[config.mk]
export PLATFORM = sky130hd
export DESIGN_NAME = sig_rom_provider
export DESIGN_NICKNAME = d
export VERILOG_FILES = /design/src/rtl/sig_rom_provider.sv
export SDC_FILE = /design/constraint.sdc
export NUM_CORES = 2
export LEC_CHECK = 0
export CAP_MARGIN = 0
export CORE_UTILIZATION = 50
export DETAILED_ROUTE_END_ITERATION = 10
export GPL_ROUTABILITY_DRIVEN = 0
export PLACE_DENSITY_LB_ADDON = 0.1
export SYNTH_ARGS = -nofsm -noshare
export SYNTH_HDL_FRONTEND = slang
export SYNTH_SLANG_ARGS = --single-unit
[constraint.sdc]
create_clock -name clk_i -period 16.3 [get_ports clk_i]
set_input_delay 2.445 -clock clk_i [delete_from_list [all_inputs] [get_ports clk_i]]
set_output_delay 2.445 -clock clk_i [all_outputs]
set_load 0.005 [all_outputs]
[src/rtl/sig_rom_provider.sv]
// Loadable signal-word store: words arrive as WR_WIDTH-bit beats during LOAD and are served
// by address with one-cycle latency in SERVE. Out-of-range reads return zero with an error flag.
module sig_rom_provider #(
  parameter int unsigned ROM_SIG_WIDTH   = 100,
  parameter int unsigned SIG_ADDRS_WIDTH = 10,
  parameter int unsigned DEPTH           = 16,
  parameter int unsigned WR_WIDTH        = 32
) (
  input  logic                         clk_i,
  input  logic                         general_rst_i,
  input  logic                         wr_valid_i,
  input  logic [WR_WIDTH-1:0]          wr_data_i,
  output logic                         wr_ready_o,
  input  logic                         load_done_i,
  input  logic                         clear_i,
  input  logic                         rd_rom_signals_ld_i,
  input  logic [SIG_ADDRS_WIDTH-1:0]   addrs_rom_signal_i,
  output logic [ROM_SIG_WIDTH-1:0]     rom_signals_data_o,
  output logic                         rom_sig_valid_o,
  output logic                         rd_err_o,
  output logic [$clog2(DEPTH+1)-1:0]   entry_count_o,
  output logic                         serving_o
);

  localparam int unsigned BEATS   = (ROM_SIG_WIDTH + WR_WIDTH - 1) / WR_WIDTH;
  localparam int unsigned BeatW   = (BEATS > 1) ? $clog2(BEATS) : 1;
  localparam int unsigned CntW    = $clog2(DEPTH + 1);
  localparam int unsigned MemIdxW = (DEPTH > 1) ? $clog2(DEPTH) : 1;
  localparam int unsigned StageW  = BEATS * WR_WIDTH;
  localparam int unsigned CmpW0   = (SIG_ADDRS_WIDTH > CntW) ? SIG_ADDRS_WIDTH : CntW;
  localparam int unsigned CmpW    = (CmpW0 > MemIdxW) ? CmpW0 : MemIdxW;

  localparam logic [BeatW-1:0] LastBeat = BeatW'(BEATS - 1);
  localparam logic [CntW-1:0]  Full     = CntW'(DEPTH);

  typedef enum logic [1:0] {StIdle, StLoad, StServe} state_e;

  state_e                    state_q, state_d;
  logic [CntW-1:0]           count_q, count_d;
  logic [BeatW-1:0]          beat_q, beat_d;
  logic [StageW-1:0]         stage_q, stage_d, stage_merged;
  logic [ROM_SIG_WIDTH-1:0]  data_q;
  logic                      valid_q, err_q;

  logic [ROM_SIG_WIDTH-1:0]  mem_q [DEPTH];
  logic                      mem_we;
  logic [MemIdxW-1:0]        mem_waddr;
  logic [ROM_SIG_WIDTH-1:0]  mem_wdata;

  logic                      beat_fire, rd_fire, rd_oob;
  logic [CmpW-1:0]           addr_ext, cnt_ext;
  logic [MemIdxW-1:0]        rd_idx;

  assign wr_ready_o = (state_q != StServe) && (count_q < Full);
  assign beat_fire  = wr_valid_i && wr_ready_o;

  assign addr_ext = CmpW'(addrs_rom_signal_i);
  assign cnt_ext  = CmpW'(count_q);
  assign rd_oob   = (addr_ext >= cnt_ext);
  assign rd_idx   = addr_ext[MemIdxW-1:0];
  assign rd_fire  = rd_rom_signals_ld_i && (state_q == StServe) && !clear_i;

  always_comb begin
    state_d      = state_q;
    count_d      = count_q;
    beat_d       = beat_q;
    stage_d      = stage_q;
    mem_we       = 1'b0;
    mem_waddr    = count_q[MemIdxW-1:0];
    mem_wdata    = '0;
    stage_merged = stage_q;
    for (int unsigned k = 0; k < BEATS; k++) begin
      if (beat_q == BeatW'(k)) begin
        stage_merged[k*WR_WIDTH +: WR_WIDTH] = wr_data_i;
      end
    end

    if (clear_i) begin
      state_d = StIdle;
      count_d = '0;
      beat_d  = '0;
      stage_d = '0;
    end else begin
      if (beat_fire) begin
        if (beat_q == LastBeat) begin
          mem_we    = 1'b1;
          mem_wdata = stage_merged[ROM_SIG_WIDTH-1:0];
          count_d   = count_q + CntW'(1);
          beat_d    = '0;
          stage_d   = '0;
        end else begin
          beat_d  = beat_q + BeatW'(1);
          stage_d = stage_merged;
        end
        if (state_q == StIdle) begin
          state_d = StLoad;
        end
      end
      // The beat above is folded in first; a still-partial entry commits zero-padded.
      if (load_done_i && (state_q != StServe)) begin
        if (beat_d != '0) begin
          mem_we    = 1'b1;
          mem_wdata = stage_d[ROM_SIG_WIDTH-1:0];
          count_d   = count_q + CntW'(1);
        end
        beat_d  = '0;
        stage_d = '0;
        state_d = StServe;
      end
    end
  end

  always_ff @(posedge clk_i) begin
    if (!general_rst_i) begin
      state_q <= StIdle;
      count_q <= '0;
      beat_q  <= '0;
      stage_q <= '0;
      data_q  <= '0;
      valid_q <= 1'b0;
      err_q   <= 1'b0;
    end else begin
      state_q <= state_d;
      count_q <= count_d;
      beat_q  <= beat_d;
      stage_q <= stage_d;
      valid_q <= rd_fire;
      if (rd_fire) begin
        err_q  <= rd_oob;
        data_q <= rd_oob ? '0 : mem_q[rd_idx];
      end else begin
        err_q  <= 1'b0;
      end
    end
  end

  // Storage is deliberately not reset; only committed entries are ever read back.
  always_ff @(posedge clk_i) begin
    if (general_rst_i && mem_we) begin
      mem_q[mem_waddr] <= mem_wdata;
    end
  end

  assign rom_signals_data_o = data_q;
  assign rom_sig_valid_o    = valid_q;
  assign rd_err_o           = err_q;
  assign entry_count_o      = count_q;
  assign serving_o          = (state_q == StServe);

endmodule
* Word-level counts from Yosys, hierarchy flattened
Memories as Yosys holds them, arrays and structs flattened.
Cells that the tools add are included.
** Word-level totals
- Bits in registers :: 211
- Latch bits :: 0
- RAM bits :: 1600
- Bits in read-only memories :: 0
- Input bits :: 48
- Logic and storage cells :: 65
- Memories :: 1
** Cells by class
- $add $sub $neg :: 2
- Multiply operators :: 0
- Div/mod/pow operators :: 0
- $lt $le $gt $ge :: 2
- Equal/unequal tests :: 5
- Shifts and indexed selects :: 0
- Mux-type cells :: 29
- Bitwise gates (word level) :: 1
- Reduce and logical (&&, ||, !) cells :: 17
** Memory list
- mem_q :: depth 16, bits a word 100, read ports 1, clocked after memory_dff 0, write ports 1, RTL line 45 : logic [ROM_SIG_WIDTH-1:0] mem_q [DEPTH];
** Operators by type and width (number)
- $mux 100 :: 8
- $mux 32 :: 3
- $mux 5 :: 4
- $mux 2 :: 6
- $ge 10x5->1 :: 1
- $mux 1 :: 7
- $eq 2x2->1 const B :: 3
- $logic_and 1x1->1 :: 6
- $reduce_and 2->1 :: 3
- $reduce_bool 2->1 :: 3
- $add 5x1->5 const B :: 1
- $lt 5x5->1 const B :: 1
- $logic_not 2->1 :: 2
- $mux 4 :: 1
- $reduce_or 3->1 :: 1
- $add 2x1->2 const B :: 1
- $eq 2x1->1 const B :: 1
- $ne 2x2->1 const B :: 1
- $reduce_or 2->1 :: 1
- $logic_not 1->1 :: 1
- $not 1->1 :: 1

* Depth between registers and ports, before layout
- Depth in word-level cells :: 12
- Mapped depth :: 12

* Least setup slack after synthesis
OpenSTA, ideal clock, no wires.
- Kind :: input to register
- Start point :: input wr_valid_i
- End point :: memory mem_q[12][0] (enable)
- Setup time :: 0.560 ns
- Data arrival time :: 7.703 ns
- Data required time :: 15.740 ns
- Path slack :: 8.037 ns
- Stages :: 6
- Path through :: nor2b_1 -> nand2_1 -> clkbuf_1 -> a22oi_1 -> nand2_1 -> nor2_1
** On the way
- Word-level cells in the longest chain between the ends :: 10
** Ends and longest elaborated chain
- start: declaration :: RTL line 11 : input logic wr_valid_i,
- $logic_and 1x1->1 (*) :: RTL line 55 : assign beat_fire = wr_valid_i && wr_ready_o;
- $mux 2 :: RTL line 84 : if (beat_fire) begin
- $mux 2 :: RTL line 78 : if (clear_i) begin
- $reduce_bool 2->1 :: RTL line 101 : if (beat_d != '0) begin
- $mux 1 :: RTL line 101
- $mux 1 (*) :: RTL line 100 : if (load_done_i && (state_q != StServe)) begin
- $mux 1 (*) :: RTL line 78
- $logic_and 1x1->1 (*) :: RTL line 139 : if (general_rst_i && mem_we) begin
- $mux 1 (*) :: RTL line 139
- $mux 1 (not written as such) (*) :: RTL line 140 : mem_q[mem_waddr] <= mem_wdata;
- end: declaration :: RTL line 45
Mark *: on every way between the ends. The rest lies on a longest branch, timed or not. The select of a mux whose other input is x is not followed.

* Final worst setup path
- Start point :: input wr_valid_i
- End point :: memory mem_q[0][13] (enable)
The elaborated chain is that of the path after synthesis.

==> flow_metrics.py <==
metrics = {
    "final_layout": {
        "layout-area-overhead-vs-synth_pct": 13.4,
        "area.sequential_um2": 52300,
        "layout-drive-gt1-share_pct": 15.0,
        "area_occupied_by_multi_input_gates_um2": 17000,
        "fin_nets": 4184,
        "n_fill_cell": 10681,
    },
    "routing": {
        "vias_per_cell": 6.30,
        "route.detailed.drc": 0,
        "routed_wire_length_per_instance_um": 30.7,
        "total_number_of_vias": 38794,
        "route.final.wire_length_um": 189000,
        "detailedRoute.firstIterationViolations": 4258,
        "ant_nets": 0,
        "drt_pre_antenna_iters": 6,
    },
    "floorplanning": {
        "floorplan.die_area_um2": 142000,
        "initial_core_util_pct": 50.4,
        "fp-row-count": 137,
        "die-height_um": 377,
        "placeableCoreArea_um2": 140000,
        "die-width_um": 377,
        "ios": 157,
    },
    "grt": {
        "grt_start_max_net_pins": 111,
        "grt_antenna_before_repair": 6,
        "first_global_vias": 38613,
        "global_route_wire_length_before_repair_um": 272000,
        "grt-ovfl-total": 0,
        "grt_usage_pct": 26.7,
    },
    "sta": {
        "slew_violations": 0,
        "setup-tns-final_ps": 0,
        "timing.clock.skew_ps": 30.3,
        "setup_viol": 0,
        "timing.max_slew.rel_slack_pct": 12.1,
        "rsz0062_at_grt": "false",
        "timing.final.crit_share_pct": 42.2,
        "setup_ws_ps": 9410,
        "hold_slack_ps": 451,
        "worst-slew-pin-transition_ps": 1310,
        "min_period_ps": 6890,
        "max_freq_ghz": 0.145,
        "report.final.hold_viol_count": 0,
    },
    "clocking": {
        "tritoncts": "yes",
        "clock_insertion_delay_worst_skew_ps": 820,
        "clkTransAtPathRegs_ps": 50,
        "htree_num_levels": 4,
        "clock_sinks": 1811,
        "cts_hold_buffers": 0,
        "cts_max_path_buffers": 3,
        "tritoncts_buffers": 182,
        "cts.repair_timing.setup_buffer_count": 0,
        "cts-root-buf": "sky130_fd_sc_hd__clkbuf_16",
        "cts_resized": 0,
    },
    "yosys": {
        "synth.top_cells.by_count": "sky130_fd_sc_hd__edfxtp_1 (1600), sky130_fd_sc_hd__mux2i_1 (297), sky130_fd_sc_hd__mux4_2 (252)",
        "yosys.cell_count.top_type": "sky130_fd_sc_hd__edfxtp_1",
        "synth-edff-count": 1600,
        "ys_seq_area_share_pct": 74.3,
        "post_synth.cell_area_avg_um2": 17.7,
        "number_of_instances_in_the_synthesized_netlist": 3971,
        "netlist_top_cells_area": "sky130_fd_sc_hd__edfxtp_1 (68%), sky130_fd_sc_hd__mux4_2 (8.1%), sky130_fd_sc_hd__dfxtp_1 (6.0%), sky130_fd_sc_hd__mux2i_1 (4.2%), sky130_fd_sc_hd__a22oi_1 (1.7%)",
        "synth-warning-count": 0,
        "synth_cell_type_count": 49,
        "synthesized_cell_area_um2": 70300,
        "ys_dominant_reg_cell": "sky130_fd_sc_hd__edfxtp_1",
        "synthArstFlopShare_pct": 0,
        "ys_seq_elements": 1811,
        "library_cell_occupying_the_most_area_in_the_post_synthesis_netlist": "sky130_fd_sc_hd__edfxtp_1",
        "synthesis.nets": 4032,
        "synthDominantCellAreaShare_pct": 68.3,
    },
    "placement": {
        "dp_hpwl_um": 99500,
        "io_buffers": 156,
        "detailedPlace.worstSlack_ps": 8640,
    },
    "worst_setup_path": {
        "critPathRequiredTime_ps": 16730,
        "largest_fanout_on_the_critical_path": 47,
        "r2r_start": "state_q[0]",
        "start_to_end_type_of_the_worst_setup_path": "in2reg",
        "crit_slowest_cell": "sky130_fd_sc_hd__nor2_4",
        "timing.critical_path.slowest_cell_delay_ps": 900,
        "critical_path_arrival_ps": 7320,
        "worstPathCellList": "clkdlybuf4s50_1, nor2b_1, nand2_4, a22oi_1, nand2_1, nor2_4, buf_4, buf_4",
        "crit_path_start_kind": "input port",
        "crit_start": "wr_valid_i",
        "worst_setup_path_end_kind": "flip-flop",
        "path_common_cell": "sky130_fd_sc_hd__buf_4",
    },
    "power_and_ir_drop": {
        "max-vdd-ir-drop_uv": 80.5,
        "leakagePower_uw": 0.0256,
        "power_per_cell_area_nw_per_um2": 118,
    },
    "run_status": {
        "status": "completed",
    },
    "hold_path": {
        "hp-class": "reg2reg",
        "hp-start": "rom_signals_data_o[35]",
    },
    "job": {
        "max-cap-violations": 0,
    },
}
## cells by family after synthesis
group	count (synthesis)	synth area share, %
flip-flops	1811	74.3
AO/OA/AOI/OAI	714	7.57
AND/OR/NAND/NOR	586	3.69
multiplexers	549	12.3
buffers and inverters	296	1.84
adder cells (fa/ha/maj)	13	0.231
XOR/XNOR	2	0.0249
## flip-flops by register name (all words and copies together), names as in the netlist
signal              count
stage_q               100
rom_signals_data_o    100
mem_q                1600
beat_q                  2
entry_count_o           5
rd_err_o                1
state_q                 2
rom_sig_valid_o         1
## layer usage
| metal | wire length [um] | track usage [%] | vias to the layer above |
|---|---|---|---|
| li1 | - | - | 16359 |
| met1 | 81500 | 39.0 | 20510 |
| met3 | 14900 | 4.38 | 250 |
| met5 | 10 | 0 | - |
| met2 | 88400 | 41.9 | 1673 |
| met4 | 3980 | 6.99 | 2 |
## through the flow
stage	total power, uW	util [%]	cells	cell area [um^2]
2_1_floorplan	5320	-	3971	70300
3_3_place_gp	5470	53.0	5815	74000
3_5_place_dp	5470	53.0	5815	74000
4_1_cts	9430	57.1	6156	79700
5_1_grt	9620	57.1	6156	79700
6_report	9370	57.1	6158	79700
## area by class of cell
cell class	instances	area share, %
clock buffers	287	6.68
multi-input cells	1864	21.3
flip-flops and latches	1811	65.6
repair buffers	250	2.91
clock inverters	54	0.484
well taps	1876	2.95
inverters	14	0.0722
diodes	2	0.00628
## worst paths after layout
check | to | slack [ps] | cells past startpoint
min reg2reg | rom_signals_data_o[35] | 450 | 2
max | mem_q[0][13] | 9410 | 8
max reg2reg | mem_q[0][13] | 11180 | 7
min | rom_signals_data_o[35] | 450 | 2
## power breakdown
group | internal [uW] | switching (uW)
Sequential | 5000 | 3.98
Combinational | 124 | 248
Clock | 2290 | 1710
Total | 7410 | 1960
## layout by cell type (no fill, tap or decap), drive strengths merged, types with 101 or more instances in the layout
cell type | synthesis | routed
nand2 | 175 | 175
dfxtp | 211 | 211
edfxtp | 1600 | 1600
a211oi | 102 | 102
a22oi | 156 | 156
clkbuf | 198 | 287
and2 | 105 | 105
clkdlybuf4s50 | 0 | 151
mux4 | 252 | 252
nor2 | 237 | 237
o31ai | 101 | 101
mux2i | 297 | 297
## critical path, delay by kind of cell
| family | cells | cell delay (ps) |
|---|---|---|
| AO/OA/AOI/OAI | 1 | 720 |
| buffers and inverters | 3 | 2110 |
| AND/OR/NAND/NOR | 4 | 1970 |
Note: power is estimated with default switching activity, not from simulation.
